<file path="config.mk">
export PLATFORM = sky130hd
export DESIGN_NAME = uart_tx_frame_flat
export DESIGN_NICKNAME = d
export VERILOG_FILES = /design/src/rtl/uart_pkg.sv /design/src/rtl/uart_tx_frame_if.sv /design/src/rtl/uart_baud_gen.sv /design/src/rtl/uart_tx_frame.sv /design/src/flat_wrapper.sv
export SDC_FILE = /design/constraint.sdc
export NUM_CORES = 1
export LEC_CHECK = 0
export CORE_UTILIZATION = 55
export DETAILED_ROUTE_END_ITERATION = 8
export PLACE_DENSITY_LB_ADDON = 0.3
export SLEW_MARGIN = 20
export SYNTH_ARGS = -nofsm -noshare
export SYNTH_HDL_FRONTEND = slang
export SYNTH_SLANG_ARGS = --single-unit
</file>
<file path="constraint.sdc">
create_clock -name i_CLK -period 2.8 [get_ports i_CLK]
set_input_delay 0.28 -clock i_CLK [delete_from_list [all_inputs] [get_ports i_CLK]]
set_output_delay 0.28 -clock i_CLK [all_outputs]
set_load 0.01 [all_outputs]
</file>
<file path="src/rtl/uart_pkg.sv">
// Shared UART definitions: FSM state encoding, parity modes and baud divisor.
package uart_pkg;

  typedef enum logic [2:0] {
    IDLE,
    START,
    DATA,
    PARITY,
    STOP
  } uart_state_e;

  localparam int unsigned PARITY_NONE = 0;
  localparam int unsigned PARITY_EVEN = 1;
  localparam int unsigned PARITY_ODD  = 2;

  function automatic int unsigned clks_per_baud(input int unsigned clk_hz,
                                                input int unsigned baud);
    return clk_hz / baud;
  endfunction

endpackage

</file>
<file path="src/rtl/uart_tx_frame_if.sv">
// Producer-side handshake and line outputs of the UART transmitter.
interface uart_tx_frame_if #(
  parameter int unsigned DATA_BITS = 8
) ();
  logic                 i_TX_VALID;
  logic [DATA_BITS-1:0] i_DATA_IN;
  logic                 o_TX_READY;
  logic                 o_TX_BUSY;
  logic                 o_TX_DONE;
  logic                 o_TX;

  modport master (
    output i_TX_VALID, i_DATA_IN,
    input  o_TX_READY, o_TX_BUSY, o_TX_DONE, o_TX
  );

  modport slave (
    input  i_TX_VALID, i_DATA_IN,
    output o_TX_READY, o_TX_BUSY, o_TX_DONE, o_TX
  );
endinterface

</file>
<file path="src/rtl/uart_baud_gen.sv">
// Bit-period counter 0..CLKS_PER_BAUD-1 with sync reload and a wrap tick.
module uart_baud_gen #(
  parameter int unsigned CLKS_PER_BAUD = 2
) (
  input  logic i_CLK,
  input  logic i_RESET,
  input  logic i_CLEAR,
  input  logic i_EN,
  output logic o_TICK
);
  localparam int unsigned CNT_W = $clog2(CLKS_PER_BAUD);
  localparam logic [CNT_W-1:0] LAST = CNT_W'(CLKS_PER_BAUD - 1);

  logic [CNT_W-1:0] cnt_q, cnt_d;

  always_comb begin
    cnt_d = cnt_q;
    if (i_CLEAR) begin
      cnt_d = '0;
    end else if (i_EN) begin
      cnt_d = (cnt_q == LAST) ? '0 : cnt_q + 1'b1;
    end
  end

  always_ff @(posedge i_CLK) begin
    if (i_RESET) begin
      cnt_q <= '0;
    end else begin
      cnt_q <= cnt_d;
    end
  end

  assign o_TICK = i_EN && !i_CLEAR && (cnt_q == LAST);
endmodule

</file>
<file path="src/rtl/uart_tx_frame.sv">
// Parametrised UART transmitter: start, DATA_BITS LSB-first, optional parity,
// STOP_BITS stop bits, one character per valid/ready handshake.
module uart_tx_frame
  import uart_pkg::*;
#(
  parameter int unsigned CLK_FREQ_HZ = 100_000_000,
  parameter int unsigned BAUD_RATE   = 115_200,
  parameter int unsigned DATA_BITS   = 8,
  parameter int unsigned PARITY_MODE = 0,
  parameter int unsigned STOP_BITS   = 1
) (
  input  logic             i_CLK,
  input  logic             i_RESET,
  uart_tx_frame_if.slave   bus
);
  localparam int unsigned CLKS_PER_BAUD = clks_per_baud(CLK_FREQ_HZ, BAUD_RATE);
  localparam int unsigned CNT_W = $clog2(DATA_BITS);
  localparam logic [CNT_W-1:0] LAST_DATA = CNT_W'(DATA_BITS - 1);
  localparam logic [CNT_W-1:0] LAST_STOP = CNT_W'(STOP_BITS - 1);

  if (CLKS_PER_BAUD < 2) begin : g_bad_baud
    $error("CLKS_PER_BAUD must be at least 2");
  end
  if (DATA_BITS < 5 || DATA_BITS > 9) begin : g_bad_data
    $error("DATA_BITS must be 5..9");
  end
  if (PARITY_MODE > PARITY_ODD) begin : g_bad_parity
    $error("PARITY_MODE must be 0, 1 or 2");
  end
  if (STOP_BITS < 1 || STOP_BITS > 2) begin : g_bad_stop
    $error("STOP_BITS must be 1 or 2");
  end

  uart_state_e          state_q;
  logic [DATA_BITS-1:0] shift_q;
  logic [CNT_W-1:0]     bit_cnt_q;
  logic                 parity_q;
  logic                 tx_q;
  logic                 ready_q;
  logic                 busy_q;
  logic                 done_q;
  logic                 accept;
  logic                 tick;

  assign accept = bus.i_TX_VALID && ready_q;

  uart_baud_gen #(
    .CLKS_PER_BAUD(CLKS_PER_BAUD)
  ) u_baud (
    .i_CLK   (i_CLK),
    .i_RESET (i_RESET),
    .i_CLEAR (accept),
    .i_EN    (busy_q),
    .o_TICK  (tick)
  );

  // Bit counter indexes data bits in DATA and stop bits in STOP.
  always_ff @(posedge i_CLK) begin
    if (i_RESET) begin
      state_q   <= IDLE;
      shift_q   <= '0;
      bit_cnt_q <= '0;
      parity_q  <= 1'b0;
      tx_q      <= 1'b1;
      ready_q   <= 1'b1;
      busy_q    <= 1'b0;
      done_q    <= 1'b0;
    end else begin
      done_q <= 1'b0;
      case (state_q)
        IDLE: begin
          if (accept) begin
            shift_q   <= bus.i_DATA_IN;
            parity_q  <= (^bus.i_DATA_IN) ^ (PARITY_MODE == PARITY_ODD);
            bit_cnt_q <= '0;
            tx_q      <= 1'b0;
            ready_q   <= 1'b0;
            busy_q    <= 1'b1;
            state_q   <= START;
          end
        end
        START: begin
          if (tick) begin
            tx_q    <= shift_q[0];
            shift_q <= shift_q >> 1;
            state_q <= DATA;
          end
        end
        DATA: begin
          if (tick) begin
            if (bit_cnt_q == LAST_DATA) begin
              bit_cnt_q <= '0;
              if (PARITY_MODE != PARITY_NONE) begin
                tx_q    <= parity_q;
                state_q <= PARITY;
              end else begin
                tx_q    <= 1'b1;
                state_q <= STOP;
              end
            end else begin
              bit_cnt_q <= bit_cnt_q + 1'b1;
              tx_q      <= shift_q[0];
              shift_q   <= shift_q >> 1;
            end
          end
        end
        PARITY: begin
          if (tick) begin
            tx_q    <= 1'b1;
            state_q <= STOP;
          end
        end
        STOP: begin
          if (tick) begin
            if (bit_cnt_q == LAST_STOP) begin
              bit_cnt_q <= '0;
              ready_q   <= 1'b1;
              busy_q    <= 1'b0;
              done_q    <= 1'b1;
              state_q   <= IDLE;
            end else begin
              bit_cnt_q <= bit_cnt_q + 1'b1;
            end
          end
        end
        default: state_q <= IDLE;
      endcase
    end
  end

  assign bus.o_TX       = tx_q;
  assign bus.o_TX_READY = ready_q;
  assign bus.o_TX_BUSY  = busy_q;
  assign bus.o_TX_DONE  = done_q;
endmodule

</file>
<file path="src/flat_wrapper.sv">
// flat-port wrapper written by rule: the top's interface ports become plain ports
module uart_tx_frame_flat import uart_pkg::*;
#(
  parameter int unsigned CLK_FREQ_HZ = 100_000_000,
  parameter int unsigned BAUD_RATE   = 115_200,
  parameter int unsigned DATA_BITS   = 8,
  parameter int unsigned PARITY_MODE = 0,
  parameter int unsigned STOP_BITS   = 1
)
  (i_CLK, i_RESET, bus_i_TX_VALID, bus_i_DATA_IN, bus_o_TX_READY, bus_o_TX_BUSY, bus_o_TX_DONE, bus_o_TX);
  uart_tx_frame_if #(.DATA_BITS(DATA_BITS)) bus_i ();
  input  logic i_CLK;
  input  logic i_RESET;
  input wire logic [$bits(bus_i.i_TX_VALID)-1:0] bus_i_TX_VALID;
  input wire logic [$bits(bus_i.i_DATA_IN)-1:0] bus_i_DATA_IN;
  output wire logic [$bits(bus_i.o_TX_READY)-1:0] bus_o_TX_READY;
  output wire logic [$bits(bus_i.o_TX_BUSY)-1:0] bus_o_TX_BUSY;
  output wire logic [$bits(bus_i.o_TX_DONE)-1:0] bus_o_TX_DONE;
  output wire logic [$bits(bus_i.o_TX)-1:0] bus_o_TX;
  assign bus_i.i_TX_VALID = bus_i_TX_VALID;
  assign bus_i.i_DATA_IN = bus_i_DATA_IN;
  assign bus_o_TX_READY = bus_i.o_TX_READY;
  assign bus_o_TX_BUSY = bus_i.o_TX_BUSY;
  assign bus_o_TX_DONE = bus_i.o_TX_DONE;
  assign bus_o_TX = bus_i.o_TX;
  uart_tx_frame #(.CLK_FREQ_HZ(CLK_FREQ_HZ), .BAUD_RATE(BAUD_RATE), .DATA_BITS(DATA_BITS), .PARITY_MODE(PARITY_MODE), .STOP_BITS(STOP_BITS)) u_core (.i_CLK(i_CLK), .i_RESET(i_RESET), .bus(bus_i));
endmodule
</file>
==> impl_metrics.env <==
export IMPL_min_from="u_core.bus.o_TX_READY$_SDFFE_PP1P_"
export IMPL_start_util=0.5947
export IMPL_die_h_um=54.23
export IMPL_avgSynthCellArea_um2=8.722
export IMPL_wl_per_cell_um=14.30
export IMPL_multi_input_area_um2=884.6
export IMPL_fp_coreArea_mm2=0.002522
export IMPL_finalWirelength_um=3045
export IMPL_worst_slew_pin_slew_ns=0.5586
export IMPL_ys_seq_elements=28
export IMPL_layout_cells_non_filler=213
export IMPL_cts_tree="done"
export IMPL_crit_path_end_kind="register"
export IMPL_worstPathRequired_ns=3.03
export IMPL_htreeDepth=1
export IMPL_grt_most_used_layer="met2"
export IMPL_drt_vias_per_instance=5.991
export IMPL_io_buffer_count=14
export IMPL_synth_compound_area_share=0.1451
export IMPL_hold_violations=0
export IMPL_dp_hpwl_um=2171
export IMPL_period_minus_slack_ns=2.272
export IMPL_synthCells=172
export IMPL_met2_usage=0.3801
export IMPL_power_mw=0.8168
export IMPL_diodes=0
export IMPL_synthesis_area_mm2=0.001500
export IMPL_async_flop_share=0
export IMPL_clockRootBuffer="clkbuf_4"
export IMPL_dieArea_mm2=0.002940
export IMPL_yosysWarnings=0
export IMPL_p_leak_nw=0.5925
export IMPL_track_usage=0.2302
export IMPL_antenna_found_initial=0
export IMPL_clk_pin_slew_ns=0.15
export IMPL_drt_iter0_markers=42
export IMPL_synthMuxAreaShare=0.07256
export IMPL_post_route_util=0.6791
export IMPL_yosys_area_share_adder=0.03336
export IMPL_die_w_um=54.23
export IMPL_cts_resized_gates=0
export IMPL_drtPass1Iterations=4
export IMPL_power_density_mw_per_mm2=476.8
export IMPL_antenna_left=0
export IMPL_num_nets_final=199
export IMPL_vias=1276
export IMPL_grt_pass1_vias=1145
export IMPL_min_path_type="register to register"
export IMPL_drive_gt1_frac=0.08743
export IMPL_ys_flop_type="dfxtp_1"
export IMPL_dpl_cell_count=209
export IMPL_startpoint="u_core.u_baud.cnt_q[0]$_SDFFE_PP0P_"
export IMPL_hold_buffers=0
export IMPL_grt_max_degree=17
export IMPL_yosysUniqueCellTypes=41
export IMPL_post_cts_setup_buffer_count=0
export IMPL_synth_xor_area_share=0.07006
export IMPL_cap_violations=0
export IMPL_finalClockSkew_ns=0.005126
export IMPL_irDropWorstVdd_mv=0.3488
export IMPL_nFillCells=210
export IMPL_slew_viol_final=0
export IMPL_met1_usage=0.2867
export IMPL_grt_use_met3=0.03333
export IMPL_crit_path_start_kind="register"
export IMPL_clkLatencyLatePin_ns=0.33
export IMPL_path_class="register to register"
export IMPL_cts_sinks=28
export IMPL_status="completed"
export IMPL_final_common_cell="dfxtp_1"
export IMPL_cts_made_buffers=3
export IMPL_synth_top_family_by_area="simple AND/OR/NAND/NOR gates"
export IMPL_grt_pass1_wl_um=4912
export IMPL_synth_net_count=187
export IMPL_synth_edf_count=0
export IMPL_synthToLayoutAreaGrowth_pct=14.18
export IMPL_max_slew_margin_rel=0.6251
export IMPL_r2r_start="u_core.u_baud.cnt_q[0]$_SDFFE_PP0P_"
export IMPL_setup_tns_ns=0
export IMPL_finalWeightedCongestion=0.8825
export IMPL_drc=0
export IMPL_clk_path_buf_depth=2
export IMPL_mostFrequentLayoutCells="dfxtp_1, clkdlybuf4s50_1, nor2_1"
export IMPL_period_share=0.8115
export IMPL_cp_arrival_ns=2.50
export IMPL_path_max_fanout=7
export IMPL_fmax_ghz=0.4401
export IMPL_core_rowCount=18
export IMPL_setup_viol=0
export IMPL_grt_ovfl_total=0
export IMPL_register_area_um2=560.5
export IMPL_synth_simple_area_share=0.2686
export IMPL_rsz0062_at_grt="false"
export IMPL_ys_seq_area_frac=0.3736
export IMPL_pin_count=15
## final timing paths
kind                                        end  slack (ns)  cells after the start
max                u_core.bus.o_TX$_SDFFE_PP1P_        0.53                      5
min          u_core.bus.o_TX_READY$_SDFFE_PP1P_        0.48                      2
min reg2reg  u_core.bus.o_TX_READY$_SDFFE_PP1P_        0.48                      2
max reg2reg        u_core.bus.o_TX$_SDFFE_PP1P_        0.53                      5
## metal layers
metal	vias to the layer above	share of wire
met1	590	0.45
li1	638	-
met3	10	0.033
met4	0	0.024
met2	38	0.49
met5	-	0
## sequential cells by signal, summed over array words and instances (netlist names)
signal / cells
u_core.bus.o_TX: 1
u_core.bus.o_TX_READY: 1
u_core.shift_q: 8
u_core.u_baud.cnt_q: 10
u_core.bus.o_TX_DONE: 1
u_core.bit_cnt_q: 3
u_core.state_q: 3
u_core.bus.o_TX_BUSY: 1
## through the flow
stage	hold WS (ns)	cell area (µm²)	setup WS (ns)
2_1_floorplan	0.4378	1500	0.7186
3_3_place_gp	0.4474	1660	0.5141
3_5_place_dp	0.4701	1660	0.4580
4_1_cts	0.4910	1713	0.5222
5_1_grt	0.4993	1713	0.3856
6_report	0.4777	1713	0.5278
## power breakdown
| group | switching, mW | internal (mW) | leakage (nW) |
|---|---|---|---|
| sequential | 0.0195 | 0.418 | 0.228 |
| combinational | 0.0529 | 0.0629 | 0.337 |
| clock | 0.119 | 0.145 | 0.0279 |
| total | 0.191 | 0.626 | 0.592 |
## cell families (layout without fill, tap and decap cells)
family / count (synthesis) / count (layout)
xor+xnor: 12 / 12
compound gates: 35 / 35
simple gates: 69 / 69
mux: 10 / 10
fa+ha+maj: 4 / 4
buf+inv: 14 / 25
flops: 28 / 28
## synthesized netlist by cell type (2+ instances only)
| cell | number | area share |
|---|---|---|
| a21oi_1 | 10 | 0.033 |
| and3_1 | 2 | 0.0083 |
| buf_2 | 2 | 0.0067 |
| clkbuf_1 | 7 | 0.018 |
| dfxtp_1 | 28 | 0.37 |
| ha_1 | 4 | 0.033 |
| inv_1 | 4 | 0.010 |
| mux2_2 | 7 | 0.053 |
| mux2i_1 | 3 | 0.020 |
| nand2_1 | 7 | 0.018 |
| nand2b_1 | 5 | 0.021 |
| nand3_1 | 12 | 0.040 |
| nand4_1 | 5 | 0.021 |
| nor2_1 | 13 | 0.033 |
| nor2b_1 | 8 | 0.033 |
| nor3_1 | 4 | 0.013 |
| o21a_1 | 3 | 0.015 |
| o21ai_0 | 11 | 0.037 |
| o311a_1 | 2 | 0.013 |
| or3_1 | 3 | 0.013 |
| or4_1 | 2 | 0.010 |
| xnor2_1 | 5 | 0.029 |
| xor2_1 | 7 | 0.041 |
## final cells by class
type                    count  share of cell area
flip-flops and latches     28              0.3272
repair buffers             17             0.09496
clock inverters             1             0.01753
well taps                  30             0.02191
multi-input cells         130              0.5164
clock buffers               3             0.01315
inverters                   4            0.008766
## worst max-delay path: stages (launching register included)
cell	delay, ns
dfxtp_1	0.42
ha_1	0.32
nand4bb_4	0.14
or4_1	0.61
o311a_1	0.33
or3_1	0.35
No activity file was read; power rests on OpenSTA's default activity.
